## config.mk

```make
export PLATFORM = sky130hd
export DESIGN_NAME = fetch_unit_flat
export DESIGN_NICKNAME = d
export VERILOG_FILES = /design/src/rtl/fetch_unit_if.sv /design/src/rtl/fetch_unit.sv /design/src/flat_wrapper.sv
export SDC_FILE = /design/constraint.sdc
export NUM_CORES = 1
export LEC_CHECK = 0
export CORE_ASPECT_RATIO = 0.5
export CORE_MARGIN = 1
export CORE_UTILIZATION = 49
export DETAILED_ROUTE_END_ITERATION = 12
export PLACE_DENSITY = 0.89
export SLEW_MARGIN = 20
export SYNTH_ARGS = -nofsm -noshare
export SYNTH_HDL_FRONTEND = slang
export SYNTH_SLANG_ARGS = --single-unit
export TNS_END_PERCENT = 50
```

## constraint.sdc

```tcl
create_clock -name clk -period 4.4 [get_ports clk]
set_input_delay 0.88 -clock clk [delete_from_list [all_inputs] [get_ports clk]]
set_output_delay 0.88 -clock clk [all_outputs]
set_load 0.01 [all_outputs]
```

## src/rtl/fetch_unit_if.sv

```systemverilog
// fetch_unit_if: instruction-memory request/response bundle.
// The fetch stage is the master: it raises req/addr and receives gnt,
// then rvalid/rdata once per granted request, in order.
`timescale 1ns/1ps
interface fetch_unit_if;
    logic        req;
    logic [31:0] addr;
    logic        gnt;
    logic        rvalid;
    logic [31:0] rdata;

    modport master (
        output req,
        output addr,
        input  gnt,
        input  rvalid,
        input  rdata
    );

    modport slave (
        input  req,
        input  addr,
        output gnt,
        output rvalid,
        output rdata
    );
endinterface

```

## src/rtl/fetch_unit.sv

```systemverilog
// fetch_unit: instruction-fetch stage feeding the IF/ID register.
// Keeps the fetch PC and allows at most one request in flight to instruction
// memory. Returned words are queued in a small buffer, and the buffer head
// drives the outputs. A redirect flushes the buffer, and a response still in
// flight is discarded through the DROP state.
`timescale 1ns/1ps
module fetch_unit #(
    parameter logic [31:0] PC_RESET = 32'h0000_3000,
    parameter int          DEPTH    = 2
) (
    input  logic               clk,
    input  logic               rstn,
    input  logic               stall,
    input  logic               redirect,
    input  logic [31:0]        pc_target,
    fetch_unit_if.master       imem,
    output logic               valid_out,
    output logic [31:0]        pc_cur_out,
    output logic [31:0]        inst_out,
    output logic [31:0]        pc_add4_out
);

    localparam int          PW  = (DEPTH > 1) ? $clog2(DEPTH) : 1;
    localparam int          CW  = $clog2(DEPTH) + 1;
    localparam logic [31:0] NOP = 32'h0000_0013;

    typedef enum logic [1:0] {
        ST_RUN  = 2'd0,
        ST_WAIT = 2'd1,
        ST_DROP = 2'd2
    } state_t;

    state_t            state;
    state_t            state_next;
    logic [31:0]       fetch_pc;
    logic [31:0]       pc_buf   [DEPTH];
    logic [31:0]       inst_buf [DEPTH];
    logic [PW-1:0]     rd_ptr;
    logic [PW-1:0]     wr_ptr;
    logic [CW-1:0]     count;

    logic              push;
    logic              pop;
    logic              space;
    logic              grant;
    logic [CW:0]       eff_count;

    // An entry leaves when the head is valid and downstream is not stalled.
    // An entry arrives when the outstanding request returns and it is not
    // being flushed. A new request may issue only if the buffer keeps room for
    // that request's eventual response after this cycle's push and pop.
    assign pop       = valid_out && !stall;
    assign push      = (state == ST_WAIT) && imem.rvalid && !redirect;
    assign eff_count = {1'b0, count} + {{CW{1'b0}}, push} - {{CW{1'b0}}, pop};
    assign space     = eff_count < (CW+1)'(DEPTH);
    assign grant     = imem.req && imem.gnt;

    // The state register holds the request tracker: idle, waiting, or discarding.
    always_ff @(posedge clk or negedge rstn) begin
        if (!rstn) begin
            state <= ST_RUN;
        end else begin
            state <= state_next;
        end
    end

    // Next-state logic and request issue. A request may reissue in the same cycle its predecessor returns.
    always_comb begin
        state_next = state;
        imem.req   = 1'b0;
        imem.addr  = push ? (fetch_pc + 32'd4) : fetch_pc;

        imem.req = rstn && !redirect && space &&
                   ((state == ST_RUN) || ((state == ST_WAIT) && imem.rvalid));

        case (state)
            ST_RUN: begin
                if (!redirect && grant) begin
                    state_next = ST_WAIT;
                end
            end
            ST_WAIT: begin
                if (imem.rvalid) begin
                    if (!redirect && grant) begin
                        state_next = ST_WAIT;
                    end else begin
                        state_next = ST_RUN;
                    end
                end else if (redirect) begin
                    state_next = ST_DROP;
                end
            end
            ST_DROP: begin
                // Only the stale response is ever outstanding here, so once
                // it returns (even alongside a new redirect) we are idle.
                if (imem.rvalid) begin
                    state_next = ST_RUN;
                end
            end
            default: begin
                state_next = ST_RUN;
            end
        endcase
    end

    // Fetch PC and buffer bookkeeping. A redirect overrides everything else.
    always_ff @(posedge clk or negedge rstn) begin
        if (!rstn) begin
            fetch_pc <= PC_RESET;
            rd_ptr   <= '0;
            wr_ptr   <= '0;
            count    <= '0;
        end else if (redirect) begin
            fetch_pc <= pc_target;
            rd_ptr   <= '0;
            wr_ptr   <= '0;
            count    <= '0;
        end else begin
            if (push) begin
                fetch_pc <= fetch_pc + 32'd4;
                wr_ptr   <= wr_ptr + PW'(1);
            end
            if (pop) begin
                rd_ptr <= rd_ptr + PW'(1);
            end
            count <= eff_count[CW-1:0];
        end
    end

    // Buffer storage. The count and pointers decide which entries are live, so the storage needs no reset.
    always_ff @(posedge clk) begin
        if (push) begin
            pc_buf[wr_ptr]   <= fetch_pc;
            inst_buf[wr_ptr] <= imem.rdata;
        end
    end

    // Outputs come only from buffer state. An empty buffer presents a NOP with zero PCs.
    always_comb begin
        valid_out   = (count != '0);
        pc_cur_out  = 32'd0;
        inst_out    = NOP;
        pc_add4_out = 32'd0;
        if (valid_out) begin
            pc_cur_out  = pc_buf[rd_ptr];
            inst_out    = inst_buf[rd_ptr];
            pc_add4_out = pc_buf[rd_ptr] + 32'd4;
        end
    end

endmodule

```

## src/flat_wrapper.sv

```systemverilog
// flat-port wrapper written by rule: the top's interface ports become plain ports
module fetch_unit_flat 
#(
    parameter logic [31:0] PC_RESET = 32'h0000_3000,
    parameter int          DEPTH    = 2
)
  (clk, rstn, stall, redirect, pc_target, valid_out, pc_cur_out, inst_out, pc_add4_out, imem_req, imem_addr, imem_gnt, imem_rvalid, imem_rdata);
  fetch_unit_if imem_i ();
  input  logic clk;
  input  logic rstn;
  input  logic stall;
  input  logic redirect;
  input  logic [31:0] pc_target;
  output logic valid_out;
  output logic [31:0] pc_cur_out;
  output logic [31:0] inst_out;
  output logic [31:0] pc_add4_out;
  output wire logic [$bits(imem_i.req)-1:0] imem_req;
  output wire logic [$bits(imem_i.addr)-1:0] imem_addr;
  input wire logic [$bits(imem_i.gnt)-1:0] imem_gnt;
  input wire logic [$bits(imem_i.rvalid)-1:0] imem_rvalid;
  input wire logic [$bits(imem_i.rdata)-1:0] imem_rdata;
  assign imem_req = imem_i.req;
  assign imem_addr = imem_i.addr;
  assign imem_i.gnt = imem_gnt;
  assign imem_i.rvalid = imem_rvalid;
  assign imem_i.rdata = imem_rdata;
  fetch_unit #(.PC_RESET(PC_RESET), .DEPTH(DEPTH)) u_core (.clk(clk), .rstn(rstn), .stall(stall), .redirect(redirect), .pc_target(pc_target), .imem(imem_i), .valid_out(valid_out), .pc_cur_out(pc_cur_out), .inst_out(inst_out), .pc_add4_out(pc_add4_out));
endmodule
```

# Word-level counts from Yosys, hierarchy flattened
# Memory sizes are Yosys's and may differ from the RTL's.
# Index checks and enable logic that the tools add are counted.
[totals]
register_bits = 38
ram_bits = 128
inputBits = 70
memories = 2
[mem_list]
columns = ["name", "words", "word_bits", "rd", "rd_clocked_by_memory_dff", "wr", "line", "rtl"]
rows = [
  ["u_core.inst_buf", 2, 32, 1, 0, 1, "fetch_unit.sv:37", "logic [31:0] inst_buf [DEPTH];"],
  ["u_core.pc_buf", 2, 32, 1, 0, 1, "fetch_unit.sv:36", "logic [31:0] pc_buf [DEPTH];"],
]
[classes]
n_addsub = 6
magnitude_cmp = 1
n_eq_ne = 5
muxes = 18
reduce_logical = 16
[op_table]
columns = ["operator", "count"]
rows = [
  ["2-to-1 mux 32 bit", 5],
  ["adder 32 x 3 -> 32 bit (second input constant)", 2],
  ["2-to-1 mux 2 bit", 5],
  ["logical AND 1 bit", 8],
  ["2-to-1 mux 1 bit", 7],
  ["case mux 2 bit (3 select lines)", 1],
  ["nonzero test 2 bit", 3],
  ["inequality test 2 bit (second input constant)", 2],
  ["adder 2 x 1 -> 3 bit", 1],
  ["< comparator 3 x 2 -> 1 bit (second input constant)", 1],
  ["inequality test 3 bit (second input constant)", 1],
  ["AND reduction 3 bit", 1],
  ["subtractor 3 x 1 -> 3 bit", 1],
  ["adder 1 bit (second input constant)", 2],
  ["equality test 2 x 1 -> 1 bit (second input constant)", 1],
  ["equality test 2 bit (second input constant)", 1],
  ["zero test 1 bit", 2],
  ["zero test 2 bit", 1],
  ["logical OR 1 bit", 1],
]

# Longest topological paths before layout
[depth]
depth_word = 13
ltp_mapped = 12

# Worst setup path after synthesis
# No wires, ideal clock.
[synth_path]
path_type = "input-to-reg"
start = "in redirect"
end = "mem u_core.inst_buf[0][0] (enable)"
setup_ps = 486
t_arrival_ps = 3894
setup_slack_ps = 20
cell_stages = 3
path_buffers = 1
path_cell_list = "nand4bb_1 > buf_2 > nor2_1"
[synth_via]
elab_chain_cells = 4
[synth_rtl]
columns = ["item", "line", "rtl"]
rows = [
  ["start: declaration", "flat_wrapper.sv:12", "input logic redirect;"],
  ["zero test 1 bit", "fetch_unit.sv:53", "assign push = (state == ST_WAIT) && imem.rvalid && !redirect;"],
  ["logical AND 1 bit", "fetch_unit.sv:53", ""],
  ["2-to-1 mux 1 bit", "fetch_unit.sv:132", "if (push) begin"],
  ["2-to-1 mux 1 bit (not written as such)", "fetch_unit.sv:134", "inst_buf[wr_ptr] <= imem.rdata;"],
  ["end: declaration", "fetch_unit.sv:37", ""],
]
# No other way between the ends.

# Final worst setup path
[layout_path]
start = "reg u_core.rd_ptr"
end = "out pc_add4_out[20]"
[layout_via]
elab_chain_cells = 3
[layout_rtl]
columns = ["item", "line", "rtl"]
rows = [
  ["start: declaration", "fetch_unit.sv:38", "logic [PW-1:0] rd_ptr;"],
  ["start signal: assignment", "fetch_unit.sv:124", "rd_ptr <= rd_ptr + PW'(1);"],
  ["memory read (2 x 32 bit)", "--", ""],
  ["adder 32 x 3 -> 32 bit", "fetch_unit.sv:147", "pc_add4_out = pc_buf[rd_ptr] + 32'd4;"],
  ["2-to-1 mux 32 bit", "fetch_unit.sv:144", "if (valid_out) begin"],
  ["end: declaration", "flat_wrapper.sv:17", "output logic [31:0] pc_add4_out;"],
]
# No other way between the ends.

==> load_flow_metrics.sql <==
INSERT INTO impl_metrics (metric_group, metric, value, unit) VALUES
('run_status', 'status', 'finished clean', ''),
('timing', 'report.final.hold_viol_count', '0', ''),
('timing', 'skew', '0.0141', 'ns'),
('power', 'peakVddDrop', '0.347', 'mV'),
('clocking', 'clk_pin_slew_worst_paths', '0.07', 'ns'),
('final_layout', 'fin_util', '68.9', '%'),
('synthesis', 'synth_compound_area_share', '3.23', '%'),
('detailed_routing', 'avg_vias_per_cell', '5.72', ''),
('detailed_routing', 'drt-total-wl', '20900', 'um'),
('grt', 'grt_pass1_wl', '31700', 'um'),
('timing', 'tightest_slew', '0.920', 'ns'),
('synthesis', 'post_synth_fa_ha_maj_area_fraction', '0.892', '%'),
('final_layout', 'nFillCells', '1054', ''),
('final_layout', 'drive_gt1_share', '12.6', '%'),
('floorplanning', 'core-area', '0.0155', 'sq mm'),
('floorplanning', 'floorplan.die.height', '91.5', 'um'),
('synthesis', 'number_of_synthesized_register_bits', '166', ''),
('power', 'report.power.total', '5.78', 'mW'),
('detailed_routing', 'detailedRoute.firstIterationViolations', '515', ''),
('power', 'power.static_leakage', '3.65', 'nW'),
('final_layout', 'finalNetCount', '898', ''),
('clocking', 'cts_root_buf', 'clkbuf_16', ''),
('timing', 'final_min_period_over_clock_period', '95.7', '%'),
('detailed_routing', 'postRouteAntennaNets', '0', ''),
('timing', 'timing.fmax', '237', 'MHz'),
('detailed_routing', 'avgRoutedWirePerCell', '20.1', 'um'),
('placement', 'dp.cells', '1007', ''),
('grt', 'first_global_vias', '6047', ''),
('floorplanning', 'io-pin-count', '200', ''),
('timing', 'normalized_max_slew_margin', '38.7', '%'),
('placement', 'dp_hpwl', '13600', 'um'),
('synthesis', 'postSynth.topFlopCell', 'edfxtp_1', ''),
('floorplanning', 'fp.dieW', '181', 'um'),
('job', 'max-cap-violations', '0', ''),
('synthesis', 'async_flop_share', '22.9', '%'),
('final_layout', 'finish.cell_count_without_fillers', '1040', ''),
('worst_setup_path', 'cp.required', '3.52', 'ns'),
('placement', 'finalWeightedCongestion', '0.855', ''),
('clocking', 'cts_sinks', '166', ''),
('clocking', 'clockBufferDepth', '2', ''),
('synthesis', 'postSynthCellCount', '618', ''),
('final_layout', 'area_delta_synth_final', '36.2', '%'),
('worst_setup_path', 'critical_path.endpoint_type', 'output port', ''),
('timing', 'final_period_minus_worst_setup_slack', '4.21', 'ns'),
('synthesis', 'syn_area', '0.00786', 'sq mm'),
('timing', 'setup-violations-final', '0', ''),
('worst_setup_path', 'worst-path-max-fanout', '21', ''),
('detailed_routing', 'vias', '5944', ''),
('timing', 'timing_max_transition_violations_final', '0', ''),
('worst_setup_path', 'worst_setup_path_start_kind', 'flop', ''),
('synthesis', 'synth.avg_cell_area', '12.7', 'sq um'),
('worst_setup_path', 'timing.reg2reg.setup_slack', '1.82', 'ns'),
('floorplanning', 'design.die.area', '0.0166', 'sq mm'),
('synthesis', 'yosys.cell_types.count', '49', ''),
('detailed_routing', 'dr.pass1.iters', '7', ''),
('synthesis', 'yosys-mux-area-fraction', '13.0', '%'),
('detailed_routing', 'drc_errors', '0', ''),
('clocking', 'count_of_h_tree_levels_built_during_cts', '4', ''),
('timing', 'rsz0062_at_grt', 'no', ''),
('synthesis', 'synth_seq_area_share', '61.1', '%'),
('floorplanning', 'std_cell_rows', '32', ''),
('worst_setup_path', 'crit_arrival', '3.33', 'ns'),
('clocking', 'cts_hold_buffers', '0', ''),
('floorplanning', 'effective_utilization_at_floorplan', '50.6', '%'),
('grt', 'grt_util_all_layers', '24.9', '%'),
('placement', 'place.port_buffers', '199', ''),
('hold_path', 'hold_path.class', 'reg2reg', ''),
('synthesis', 'yosys_warnings', '0', ''),
('clocking', 'clock_insertion_delay_worst_skew', '0.42', 'ns'),
('synthesis', 'yosys.area_share.simple', '14.6', '%'),
('worst_setup_path', 'criticalPathCategory', 'reg2out', ''),
('final_layout', 'final_cell_mix', 'clkdlybuf4s50_1, edfxtp_1, nor2_1, mux2i_1, nand2_1', ''),
('synthesis', 'edff_count_synth', '128', ''),
('synthesis', 'synth_top_family_by_area', 'simple AND/OR/NAND/NOR gates', ''),
('grt', 'pin_count_of_the_biggest_net_entering_global_routing', '77', ''),
('final_layout', 'mostFrequentLayoutCell', 'clkdlybuf4s50_1', ''),
('clocking', 'cts_inserted_buffers', '17', ''),
('grt', 'grt.overflow.total', '0', ''),
('clocking', 'tritoncts', 'built', ''),
('synthesis', 'xor_and_xnor_fraction_of_the_mapped_netlist_area', '4.68', '%'),
('power', 'power_density', '540', 'mW/mm^2'),
('final_layout', 'antenna_cells_inserted', '0', ''),
('synthesis', 'synthesis.nets', '693', ''),
('grt', 'antenna_found_initial', '0', '');
==> flip-flops by register name (all words and copies together), names as in the netlist <==
register and count:
u_core.count 2, u_core.fetch_pc 32, u_core.inst_buf 64, u_core.pc_buf 64, u_core.rd_ptr 1, u_core.state 2
u_core.wr_ptr 1
==> synthesized netlist by cell type (all sizes together) (2+ instances only) <==
library cell | instances | area, sq um
inv | 6 | 22.5
a32o | 2 | 20.0
nor2b | 6 | 37.5
nand3b | 5 | 37.5
ha | 4 | 50.1
o31a | 2 | 17.5
a22oi | 2 | 15.0
mux2i | 58 | 581
dfrtp | 36 | 901
nor4 | 5 | 37.5
buf | 17 | 106
xnor2 | 32 | 280
xor2 | 10 | 87.6
nor3b | 2 | 15.0
o21ai | 11 | 55.1
a221oi | 2 | 17.5
mux2 | 39 | 439
a31oi | 3 | 18.8
a211oi | 2 | 15.0
nor2 | 85 | 319
a21oi | 8 | 40.0
dfstp | 2 | 52.6
nand4b | 8 | 70.1
nand4 | 18 | 119
nand2 | 40 | 150
nor3 | 14 | 70.1
nand3 | 25 | 140
edfxtp | 128 | 3840
and3 | 8 | 50.1
o31ai | 4 | 30.0
and4 | 4 | 35.0
clkbuf | 15 | 66.3
and2 | 7 | 43.8
==> kinds of logic (layout without fill, tap and decap cells) <==
kind of cell,Yosys count,count (layout)
flip-flops,166,166
adder cells (fa/ha/maj),5,5
XOR/XNOR,42,42
AO/OA/AOI/OAI,39,39
AND/OR/NAND/NOR,230,230
multiplexers,97,97
buffers and inverters,39,257
==> through the flow <==
stage          instance area, sq um  worst slack (ns)  hold slack [ns]   TNS, ns
2_1_floorplan                  7860            0.0196            0.454         0
3_3_place_gp                  10100             0.140            0.476         0
3_5_place_dp                  10100          -0.00259            0.492  -0.00259
4_1_cts                       10700          -0.00567            0.511  -0.00567
5_1_grt                       10700            0.0679            0.527         0
6_report                      10700             0.189            0.514         0
==> worst max-delay path: stages, from the launching register on <==
cell and delay [ns]:
dfrtp_4 0.61, nand3b_1 0.27, a222oi_1 0.39, buf_4 0.21, nand3_2 0.21, o31a_1 0.37
nor3_1 0.22, clkdlybuf4s50_1 0.60
==> report_power, final <==
part,internal [mW],leakage [nW],switching [mW]
Clock,0.800,0.286,0.650
Combinational,1.19,1.76,1.19
Sequential,1.82,1.61,0.135
==> area by class of cell <==
cell class	instances	area, sq um	share of cell area, %
Tap cell	204	255	2.39
Multi-Input combinational cell	413	2900	27.1
Inverter	7	26.3	0.246
Sequential cell	166	4800	44.9
Timing Repair Buffer	218	2150	20.1
Clock buffer	21	482	4.50
Clock inverter	11	88.8	0.830
==> metal layers <==
metal	routed length (um)	share of wire [%]	up-vias	GRT usage, %
met5	0	0	-	0
met4	614	2.9	0	11.1
met3	1330	6.4	52	4.93
met2	10300	49	285	42.5
met1	8640	41	2930	31.1
li1	-	-	2677	-
==> path summary, 6_finish.rpt <==
path,startpoint,to,cells past startpoint
max,u_core.rd_ptr$_DFFE_PN0P_,pc_add4_out[20],7
min,u_core.fetch_pc[30]$_DFF_PN0_,u_core.pc_buf[1][30]$_DFFE_PP_,0
max reg2reg,u_core.count[1]$_DFF_PN0_,u_core.state[0]$_DFFE_PN0P_,12
min reg2reg,u_core.fetch_pc[30]$_DFF_PN0_,u_core.pc_buf[1][30]$_DFFE_PP_,0
max in group asynchronous,rstn,u_core.rd_ptr$_DFFE_PN0P_,2
min in group asynchronous,rstn,u_core.fetch_pc[1]$_DFFE_PN0P_,2
==> repair_timing <==
action / 4_1_cts / 5_1_grt
setup buffers: 0 / 1
gates resized for setup: 2 / 3
setup endpoints to repair: 5 / 7
gates cloned: 0 / 0
pin swaps: 0 / 0
endpoints found under the hold margin: 0 / 0
(Power assumes the default switching activity.)
